### src/rtl/scan_mux_if.sv
// rtl/scan_mux_if.sv - scan_mux channel/select/output bundle; SCAN_CHMASK_EN adds CHMASK
interface scan_mux_if #(
  parameter int W    = 2,
  parameter int N    = 4,
  parameter int SELW = 2
);
  logic              EN;
  logic              MODE;
  logic [SELW-1:0]   S;
  logic [N*W-1:0]    D;
  logic [W-1:0]      Y;
  logic [SELW-1:0]   CH;
  logic              VALID;
`ifdef SCAN_CHMASK_EN
  logic [N-1:0]      CHMASK;

  modport master (output EN, MODE, S, D, CHMASK, input Y, CH, VALID);
  modport slave  (input EN, MODE, S, D, CHMASK, output Y, CH, VALID);
`else
  modport master (output EN, MODE, S, D, input Y, CH, VALID);
  modport slave  (input EN, MODE, S, D, output Y, CH, VALID);
`endif
endinterface

### src/rtl/scan_mux.sv
// rtl/scan_mux.sv - N-channel registered mux, manual select or dwell-timed scan; SCAN_CHMASK_EN adds a scan skip mask
module scan_mux #(
  parameter int W     = 2,
  parameter int N     = 4,
  parameter int SELW  = 2,
  parameter int DWELL = 4
) (
  input  logic      CLK,
  input  logic      RST_N,
  scan_mux_if.slave bus
);
  localparam int              CW       = (DWELL > 1) ? $clog2(DWELL) : 1;
  localparam logic [CW-1:0]   CNT_LAST = CW'(DWELL - 1);
  localparam logic [1:0]      ST_DIS   = 2'd0;
  localparam logic [1:0]      ST_MAN   = 2'd1;
  localparam logic [1:0]      ST_SCN   = 2'd2;

  logic [W-1:0]    y_q;
  logic [SELW-1:0] ch_q;
  logic            valid_q;
  logic [SELW-1:0] scan_ch;
  logic [CW-1:0]   dwell_cnt;
  logic            mode_q;

  logic [1:0]      st;
  logic            restart;
  logic [SELW-1:0] first_ch;
  logic [SELW-1:0] cur_ch;
  logic [SELW-1:0] step_ch;
  logic [SELW-1:0] nxt_ch;
  logic [CW-1:0]   cur_cnt;
  logic [CW-1:0]   nxt_cnt;
  logic            at_last;
  logic            man_ok;
  logic            scan_ok;
  logic [W-1:0]    man_y;
  logic [W-1:0]    scan_y;

  // Effective state: disable wins over mode
  always_comb begin
    if (bus.EN)        st = ST_DIS;
    else if (bus.MODE) st = ST_SCN;
    else               st = ST_MAN;
  end

  // A 0->1 MODE edge while enabled restarts the scan; this edge already
  // produces the first output of the restarted channel, so it counts as
  // dwell cycle 0 and the channel is shown for a full DWELL cycles.
  assign restart = (st == ST_SCN) && !mode_q;
  assign cur_ch  = restart ? first_ch : scan_ch;
  assign cur_cnt = restart ? '0 : dwell_cnt;
  assign at_last = (cur_cnt == CNT_LAST);
  assign nxt_ch  = at_last ? step_ch : cur_ch;
  assign nxt_cnt = at_last ? '0 : cur_cnt + 1'b1;
  assign man_ok  = int'(bus.S) < N;

`ifdef SCAN_CHMASK_EN
  logic            any_open;
  logic [SELW-1:0] low_ch;
  logic            above_open;
  logic [SELW-1:0] above_ch;
  logic            cur_open;

  // Lowest unmasked channel: restart target and wrap-around target
  always_comb begin
    any_open = 1'b0;
    low_ch   = '0;
    for (int k = N - 1; k >= 0; k--) begin
      if (!bus.CHMASK[k]) begin
        any_open = 1'b1;
        low_ch   = SELW'(k);
      end
    end
  end

  // First unmasked channel above the current one, and whether the current one is still open
  always_comb begin
    above_open = 1'b0;
    above_ch   = '0;
    cur_open   = 1'b0;
    for (int k = N - 1; k >= 0; k--) begin
      if (!bus.CHMASK[k] && (k > int'(cur_ch))) begin
        above_open = 1'b1;
        above_ch   = SELW'(k);
      end
      if (k == int'(cur_ch)) cur_open = !bus.CHMASK[k];
    end
  end

  assign first_ch = any_open ? low_ch : scan_ch;
  assign step_ch  = above_open ? above_ch : (any_open ? low_ch : cur_ch);
  assign scan_ok  = any_open && cur_open;
`else
  localparam logic [SELW-1:0] CH_LAST = SELW'(N - 1);

  assign first_ch = '0;
  assign step_ch  = (cur_ch == CH_LAST) ? '0 : cur_ch + 1'b1;
  assign scan_ok  = 1'b1;
`endif

  // Channel data for the manual and the scan selection
  always_comb begin
    man_y  = '0;
    scan_y = '0;
    for (int k = 0; k < N; k++) begin
      if (int'(bus.S) == k)  man_y  = bus.D[k*W +: W];
      if (int'(cur_ch) == k) scan_y = bus.D[k*W +: W];
    end
  end

  // Output registers, scan position and mode history
  always_ff @(posedge CLK) begin
    if (!RST_N) begin
      y_q       <= '0;
      ch_q      <= '0;
      valid_q   <= 1'b0;
      scan_ch   <= '0;
      dwell_cnt <= '0;
      mode_q    <= 1'b0;
    end else begin
      mode_q <= bus.MODE;
      case (st)
        ST_DIS: begin
          y_q     <= '0;
          valid_q <= 1'b0;
        end
        ST_MAN: begin
          ch_q    <= bus.S;
          y_q     <= man_ok ? man_y : '0;
          valid_q <= man_ok;
        end
        default: begin
          ch_q      <= cur_ch;
          scan_ch   <= nxt_ch;
          dwell_cnt <= nxt_cnt;
          y_q       <= scan_ok ? scan_y : '0;
          valid_q   <= scan_ok;
        end
      endcase
    end
  end

  assign bus.Y     = y_q;
  assign bus.CH    = ch_q;
  assign bus.VALID = valid_q;

endmodule

### src/flat_wrapper.sv
// flat-port wrapper written by rule: the top's interface ports become plain ports
module scan_mux_flat 
#(
  parameter int W     = 2,
  parameter int N     = 4,
  parameter int SELW  = 2,
  parameter int DWELL = 4
)
  (CLK, RST_N, bus_EN, bus_MODE, bus_S, bus_D, bus_Y, bus_CH, bus_VALID);
  scan_mux_if #(.W(W), .N(N), .SELW(SELW)) bus_i ();
  input  logic CLK;
  input  logic RST_N;
  input wire logic [$bits(bus_i.EN)-1:0] bus_EN;
  input wire logic [$bits(bus_i.MODE)-1:0] bus_MODE;
  input wire logic [$bits(bus_i.S)-1:0] bus_S;
  input wire logic [$bits(bus_i.D)-1:0] bus_D;
  output wire logic [$bits(bus_i.Y)-1:0] bus_Y;
  output wire logic [$bits(bus_i.CH)-1:0] bus_CH;
  output wire logic [$bits(bus_i.VALID)-1:0] bus_VALID;
  assign bus_i.EN = bus_EN;
  assign bus_i.MODE = bus_MODE;
  assign bus_i.S = bus_S;
  assign bus_i.D = bus_D;
  assign bus_Y = bus_i.Y;
  assign bus_CH = bus_i.CH;
  assign bus_VALID = bus_i.VALID;
  scan_mux #(.W(W), .N(N), .SELW(SELW), .DWELL(DWELL)) u_core (.CLK(CLK), .RST_N(RST_N), .bus(bus_i));
endmodule
### config.mk
export PLATFORM = sky130hd
export DESIGN_NAME = scan_mux_flat
export DESIGN_NICKNAME = d
export VERILOG_FILES = /design/src/rtl/scan_mux_if.sv /design/src/rtl/scan_mux.sv /design/src/flat_wrapper.sv
export SDC_FILE = /design/constraint.sdc
export NUM_CORES = 1
export LEC_CHECK = 0
export ABC_AREA = 1
export CAP_MARGIN = 20
export CORE_MARGIN = 2
export CORE_UTILIZATION = 44
export DETAILED_ROUTE_END_ITERATION = 16
export GPL_TIMING_DRIVEN = 0
export PLACE_DENSITY = 0.76
export RECOVER_POWER = 100
export SETUP_SLACK_MARGIN = 0.05
export SLEW_MARGIN = 10
export SYNTH_ARGS = -nofsm -noshare
export SYNTH_HDL_FRONTEND = slang
export SYNTH_SLANG_ARGS = --single-unit
### constraint.sdc
create_clock -name CLK -period 1.6 [get_ports CLK]
set_input_delay 0.16 -clock CLK [delete_from_list [all_inputs] [get_ports CLK]]
set_output_delay 0.16 -clock CLK [all_outputs]
set_load 0.05 [all_outputs]
### Word level (Yosys, flattened, before mapping)

Cells that the tools add are included.

| word-level totals | value |
|---|---|
| register bits | 10 |
| bits of input ports | 14 |
| output and inout port bits | 5 |
| logic and storage cells | 42 |

| cells by class | value |
|---|---|
| add/subtract/negate cells | 2 |
| equal/unequal tests | 10 |
| mux-type cells | 18 |
| reductions and logical operators | 6 |

Operators by type and width:

| kind | count |
|---|---|
| $mux 2 | 15 |
| $eq 2x2->1 const B | 7 |
| $pmux 2 s2 | 2 |
| $eq 2x1->1 const B | 3 |
| $logic_not 2->1 | 3 |
| $add 2x1->2 const B | 2 |
| $reduce_or 2->1 | 1 |
| $logic_and 1x1->1 | 1 |
| $logic_not 1->1 | 1 |
| $mux 1 | 1 |

### Logic depth before layout (Yosys ltp)

Gate-level depths: netlist (run 1).

| logic depth | value |
|---|---|
| depth in word-level cells | 11 |
| gate-level depth with buffers | 13 |
| gate-level depth less buffers | 13 |

### Worst setup path after synthesis (run 1)

Ideal clock, no wire load.

| timing | value |
|---|---|
| path type | flip-flop to flip-flop |
| from | register u_core.mode_q |
| to | register u_core.y_q[0], in the netlist u_core.bus.Y[0] |
| data arrival time | 1155 ps |
| data required time | 1530 ps |
| slack | 375 ps |
| cell stages (with the launch flop) | 13 |
| period minus slack after synthesis | 1225 ps |
| path through | dfxtp_1 -> inv_1 -> nand2_4 -> nand2_4 -> inv_2 -> ha_1 -> inv_1 -> nand3_1 -> nand2_1 -> nand2_1 -> nand2_1 -> nand2_1 -> a21oi_1 |

| on the way | value |
|---|---|
| longest elaborated chain between the ends | 9 |

RTL lines:

| element | line | text |
|---|---|---|
| from (decl) | scan_mux.sv:23 | `logic mode_q;` |
| from (signal assigned) | scan_mux.sv:121 | `mode_q <= bus.MODE;` |
| $logic_not 1->1 (*) | scan_mux.sv:49 | `assign restart = (st == ST_SCN) && !mode_q;` |
| $logic_and 1x1->1 (*) | scan_mux.sv:49 |  |
| $mux 2 (*) | scan_mux.sv:50 | `assign cur_ch = restart ? first_ch : scan_ch;` |
| $logic_not 2->1 | scan_mux.sv:107 | `if (int'(cur_ch) == k) scan_y = bus.D[k*W +: W];` |
| $mux 2 (3 in a row) | scan_mux.sv:107 |  |
| $mux 2 (*) | scan_mux.sv:107 |  |
| $pmux 2 s2 (*) | scan_mux.sv:122 | `case (st)` |
| to (signal assigned) | scan_mux.sv:129 | `y_q <= man_ok ? man_y : '0;` |
| to (signal assigned) | scan_mux.sv:136 | `y_q <= scan_ok ? scan_y : '0;` |
| to (decl) | scan_mux.sv:18 | `logic [W-1:0] y_q;` |

Mark *: on every way between the ends. The rest lies on a longest branch, timed or not.
A chain may end at the register's enable or synchronous reset.

### Worst setup path in the final report (run 1)

| timing | value |
|---|---|
| from | register u_core.y_q[0], in the netlist u_core.bus.Y[0] |
| to | output bus_Y[0] |

RTL lines:

| element | line | text |
|---|---|---|
| to (decl) | flat_wrapper.sv:17 | `output wire logic [$bits(bus_i.Y)-1:0] bus_Y;` |

No word-level cell between the ends.

==> out/metrics.csv, run 1 <==
metric,value,unit
status,completed,
Worst Max-Slew Pin Slew,601,ps
met1 usage,0.243,
WHS,164,ps
Initial Utilization,0.480,
Hold Path Cell Cnt,3,
synthesized cell area,632,µm²
DP HPWL,1080,µm
final hold violations,0,
Antenna Violating Nets Remaining,0,
post-synthesis sequential area ratio,0.317,
Worst R2R Setup Slack,230,ps
Cell Count Post-Placement,131,
Syn. warnings,0,
fin crit share,0.955,
Hold WC Path Type,input port to register,
dominant cells by area after synthesis,"dfxtp_1 (32%), nand2_1 (15%), inv_1 (10%), ha_1 (9.9%), a21oi_1 (8.7%)",
Reg2Reg Depth,12,
share of cells above drive strength 1,0.0826,
Setup crit start,u_core.bus.Y[0],
post-synthesis cell count,98,
Slew HR,0.601,
Power Density,714,nW/µm²
"area leader, netlist",dfxtp_1,
routing usage on met3,0.0696,
Yosys reg bits,10,
hold endpoint,u_core.mode_q,
final instance area,865,µm²
initial antenna violation count,0,
GR peak layer,met2,
critical path class,register to output port,
Static Leakage,0.474,nW
Reg-to-Reg End,u_core.bus.Y[1],
Peak Freq,655,MHz
gr usage total,0.187,
worst path required time,1440,ps
RR Startpoint,u_core.mode_q,
HP Start,bus_MODE,
CP endpoint kind,output port,
Buf/Inv on CP,1,
TritonCTS Sinks,10,
Critical Path Stages,1,
WL/cell,10.2,µm
CP max stage cell,clkdlybuf4s50_1,
Initial DRC Count,12,
Crit path max-delay family,buffers and inverters,
die width,41.9,µm
Fin Clk Skew,6.00,ps
Residual DRC,0,
IO Port Bufs,18,
CTS tree,built,
post-synthesis cell type count,15,
grt ovf,0,
CP arrival,1370,ps
top cell type's share of synthesized area,0.317,
post-route insts no fill,136,
ant diodes,0,
later-pin clock latency in the skew report,270,ps
Clock transition at path regs,70,ps
die area,1760,µm²
Final min period,1530,ps
drt total wl,1390,µm
Peak VDD IR,0.423,mV
Vias/cell,4.76,
Syn-to-layout area delta,36.8,%
CP Launch Type,register,
Post-Syn Nets,117,
clk buf depth,2,
post-placement cell area,831,µm²
Pins Over Slew Limit,0,
CP Cell Sequence,clkdlybuf4s50_1,
CTS H-tree lvls,1,
TritonCTS buffer count,3,
Clock Root Buffer,clkbuf_4,
Crit path largest cell delay,790,ps
post-place setup slack,-332,ps
max cap viols,0,
first-pass GRT wire length,2520,µm
Ports,19,
met2 Use GR,0.278,
maximum number of pins on one net before global-route repair,8,
Setup WS post-layout,72.6,ps
Rows,13,
TritonRoute pass-1 iters,4,
Core Footprint,1320,µm²
vias post-DR,647,
final setup fails,0,
Final #Nets,141,
crit path max fanout,1,
via count of the first global-routing pass,615,
die height,41.9,µm
final weighted congestion of routability-driven global placement,0.800,
RSZ-0062 raised after global routing,false,
syn avg cell area,6.45,µm²
layout make-up:
type                            instances  area [µm²]
Clock buffer                            4        36.3
Tap cell                               15        18.8
Multi-Input combinational cell         68         357
Timing Repair Buffer                   19         178
Fill cell                             129         453
Inverter                               20        75.1
Sequential cell                        10         200
cell usage after synthesis:
cell / count
a21oi_1: 11
a31oi_1: 1
dfxtp_1: 10
ha_1: 5
inv_1: 17
inv_2: 3
nand2_1: 26
nand2_4: 2
nand3_1: 5
nand3b_1: 1
nor2_1: 9
nor2_4: 1
nor3_1: 1
o21ai_0: 4
o21ai_1: 2
registers in the layout (all words and copies together) (netlist names):
register          cells
u_core.scan_ch        2
u_core.mode_q         1
u_core.bus.Y          2
u_core.bus.VALID      1
u_core.bus.CH         2
u_core.dwell_cnt      2
kinds of logic (layout without fill, tap and decap cells):
family / after synthesis / count (layout) / share of synthesized area
and+or+nand+nor: 45 / 45 / 0.321
buffers and inverters: 20 / 43 / 0.119
AOI/OAI and AO/OA: 18 / 18 / 0.145
DFF: 10 / 10 / 0.317
adders and majority gates: 5 / 5 / 0.0990
report_power, final:
| part | switching [mW] | internal (mW) |
|---|---|---|
| combinational | 0.0749 | 0.0547 |
| clock | 0.0855 | 0.138 |
| sequential | 0.00403 | 0.260 |
| total | 0.164 | 0.453 |
per-layer routing:
metal	share of wire	vias to the layer above
met2	0.44	15
met1	0.49	278
met3	0.051	4
met5	0	-
met4	0.019	0
li1	-	350
cells in the final DEF, fill, tap and decap left out, drive strengths merged:
| cell | count |
|---|---|
| nor2 | 10 |
| clkbuf | 6 |
| dfxtp | 10 |
| o21ai | 6 |
| nand2 | 28 |
| a31oi | 1 |
| clkdlybuf4s50 | 10 |
| nand3 | 5 |
| nor3 | 1 |
| a21oi | 11 |
| ha | 5 |
| dlymetal6s2s | 2 |
| inv | 20 |
| dlygate4sd3 | 2 |
| nand3b | 1 |
| dlygate4sd2 | 2 |
| buf | 1 |
repair_timing:
action | 4_1_cts | 5_1_grt
resized for setup | 2 | 4
buffers inserted | 1 | 0
pin swaps | 1 | 0
hold buffers | 0 | 0
setup endpoints to repair | 4 | 4
through the flow:
step	util	setup TNS, ps	power [mW]
detailed placement	0.631	-1000	0.402
global route	0.656	0	0.657
floorplan	-	0	0.340
CTS	0.662	0	0.632
global placement	0.631	-1030	0.401
finish	0.656	0	0.617
worst max path at each step:
stage | to | slack, ps
after CTS | bus_VALID | 50
after floorplan | u_core.bus.Y[0] | 370
final | bus_Y[0] | 70
after detailed placement | u_core.bus.Y[1] | -330
after global placement | u_core.bus.Y[0] | -340
after global routing | bus_Y[0] | 50
Note: power is estimated with default switching activity, not from simulation.
==> run 2: changes to the inputs <==
HOLD_SLACK_MARGIN = 0.05   (was not set)
==> results of run 2 <==
No change in the layout: final DEF, timing and power equal those of run 1.
==> run 3: changes to the inputs <==
GPL_TIMING_DRIVEN = not set   (was 0)
==> run 3 against run 2 <==
  * Clock power increased by 3%
  * Clock-buffer cell count unchanged
  * Global-route usage increased by 0.97 points
  * Wire length increased by 9.2%
  * Utilization increased by 1.0 points
  * Flip-flop and latch count unchanged
==> out/metrics.csv, run 3 (synthesis results as in run 1) <==
metric,value,unit,change
status,completed,,
CP Launch Type,register,,
Rows,13,,unchanged
TritonCTS buffer count,3,,unchanged
Vias/cell,4.90,,+3.0%
Power Density,712,nW/µm²,-0.34%
first-pass GRT wire length,2620,µm,+4.1%
Initial DRC Count,23,,+11
DP HPWL,1210,µm,+12%
via count of the first global-routing pass,610,,-0.81%
vias post-DR,686,,+6.0%
WL/cell,10.8,µm,+6.1%
initial antenna violation count,0,,unchanged
share of cells above drive strength 1,0.120,,+0.0374
Setup crit start,u_core.mode_q,,
CTS H-tree lvls,1,,unchanged
Clock transition at path regs,70,ps,about the same
die height,41.9,µm,unchanged
RSZ-0062 raised after global routing,false,,
HP Start,bus_MODE,,
filler cell count,122,,-5.4%
Fin Clk Skew,6.50,ps,+0.498 ps
Peak Freq,732,MHz,+12%
cts hold-fix bufs,0,,unchanged
CP endpoint kind,register,,
grt ovf,0,,unchanged
Peak VDD IR,0.399,mV,-5.6%
critical path class,register to register,,
die width,41.9,µm,unchanged
Initial Utilization,0.480,,unchanged
Final #Nets,145,,+2.8%
crit path max fanout,4,,+3
number of setup buffers added after CTS,0,,-1
CTS tree,built,,
ant diodes,0,,unchanged
Residual DRC,0,,unchanged
Hold WC Path Type,input port to register,,
clk buf depth,2,,unchanged
Pins Over Slew Limit,0,,unchanged
Syn-to-layout area delta,39.0,%,
TritonCTS Sinks,10,,unchanged
Worst Max-Slew Pin Slew,600,ps,-1.66 ps
final hold violations,0,,unchanged
hold endpoint,u_core.mode_q,,
final weighted congestion of routability-driven global placement,0.808,,+1.1%
Core Footprint,1320,µm²,unchanged
gr usage total,0.197,,+0.00973
later-pin clock latency in the skew report,270,ps,about the same
"most common cell after layout, fill and taps aside",nand2_1,,
IO Port Bufs,18,,unchanged
Worst R2R Setup Slack,230,ps,about the same
Static Leakage,0.474,nW,about the same
WHS,238,ps,+74.0 ps
Antenna Violating Nets Remaining,0,,unchanged
TritonRoute pass-1 iters,4,,unchanged
Final Core Density,0.667,,+0.0104
Slew HR,0.602,,+0.00110
CP arrival,1530,ps,+160 ps
die area,1760,µm²,unchanged
Reg-to-Reg End,u_core.bus.Y[1],,
fin crit share,0.854,,-0.101
final setup fails,0,,unchanged
Hold Path Cell Cnt,4,,+1
RR Startpoint,u_core.mode_q,,
drt total wl,1520,µm,+9.2%
maximum number of pins on one net before global-route repair,8,,unchanged
max cap viols,0,,unchanged
Reg2Reg Depth,11,,-1
most frequent cells in the layout,"nand2_1 (26), inv_1 (17), a21oi_1 (11)",,
worst path required time,1760,ps,+320 ps
Clock Root Buffer,clkbuf_4,,
Ports,19,,unchanged
Final min period,1370,ps,-161 ps
run 3: changes by cell type in the layout (fill, tap and decap cells not counted), sizes merged:
| cell | before | now |
|---|---|---|
| clkbuf | 6 | 9 |
| clkdlybuf4s50 | 10 | 9 |
| buf | 1 | 5 |
| dlygate4sd2 | 2 | 0 |
run 3: area by class of cell:
| cell class | instances | area, µm² | share of cell area |
|---|---|---|---|
| Timing Repair Buffer | 23 | 191 | 0.218 |
| Multi-Input combinational cell | 68 | 357 | 0.406 |
| Tap cell | 15 | 18.8 | 0.0214 |
| Inverter | 20 | 75.1 | 0.0855 |
| Clock buffer | 4 | 36.3 | 0.0413 |
| Sequential cell | 10 | 200 | 0.228 |
run 3: what timing repair did:
item                                   CTS  global route
setup endpoints to repair                0             5
resized for setup                        0             5
endpoints found under the hold margin    0             0
run 3: metrics by stage:
step	instances	power (mW)	setup WS, ps	TNS [ps]	area, µm²
4_1_cts	140	0.639	55.9	0	900
3_3_place_gp	136	0.407	-113	-241	863
3_5_place_dp	136	0.409	-152	-328	863
5_1_grt	140	0.656	127	0	878
6_report	140	0.625	234	0	878
2_1_floorplan	98	0.340	375	0	632
run 3: worst max path at each step:
| stage | cells after the start | slack, ps | endpoint |
|---|---|---|---|
| after CTS | 1 | 60 | bus_VALID |
| after global placement | 14 | -110 | u_core.bus.Y[0] |
| after global routing | 11 | 130 | u_core.bus.Y[1] |
| after detailed placement | 14 | -150 | u_core.bus.Y[1] |
| final | 11 | 230 | u_core.bus.Y[1] |
| after floorplan | 12 | 370 | u_core.bus.Y[0] |
run 3: critical path, stage by stage (launching register included):
cell	delay, ps
dfxtp_1	330
inv_1	70
nand2_4	90
nand2_4	60
buf_4	130
ha_1	220
nand3_1	90
nand2_1	50
nand2_1	50
nand2_1	50
nand2_1	80
a21oi_1	60
run 3: power by group:
group / total, mW / switching, mW / internal [mW]
Combinational: 0.131 / 0.0762 / 0.0551
Clock: 0.230 / 0.0912 / 0.138
Sequential: 0.264 / 0.00424 / 0.260
run 3: metal layers:
metal	routed length, µm	track usage
met1	723	0.247
met2	683	0.306
met3	85	0.0696
met4	23	0.0774
met5	0	0
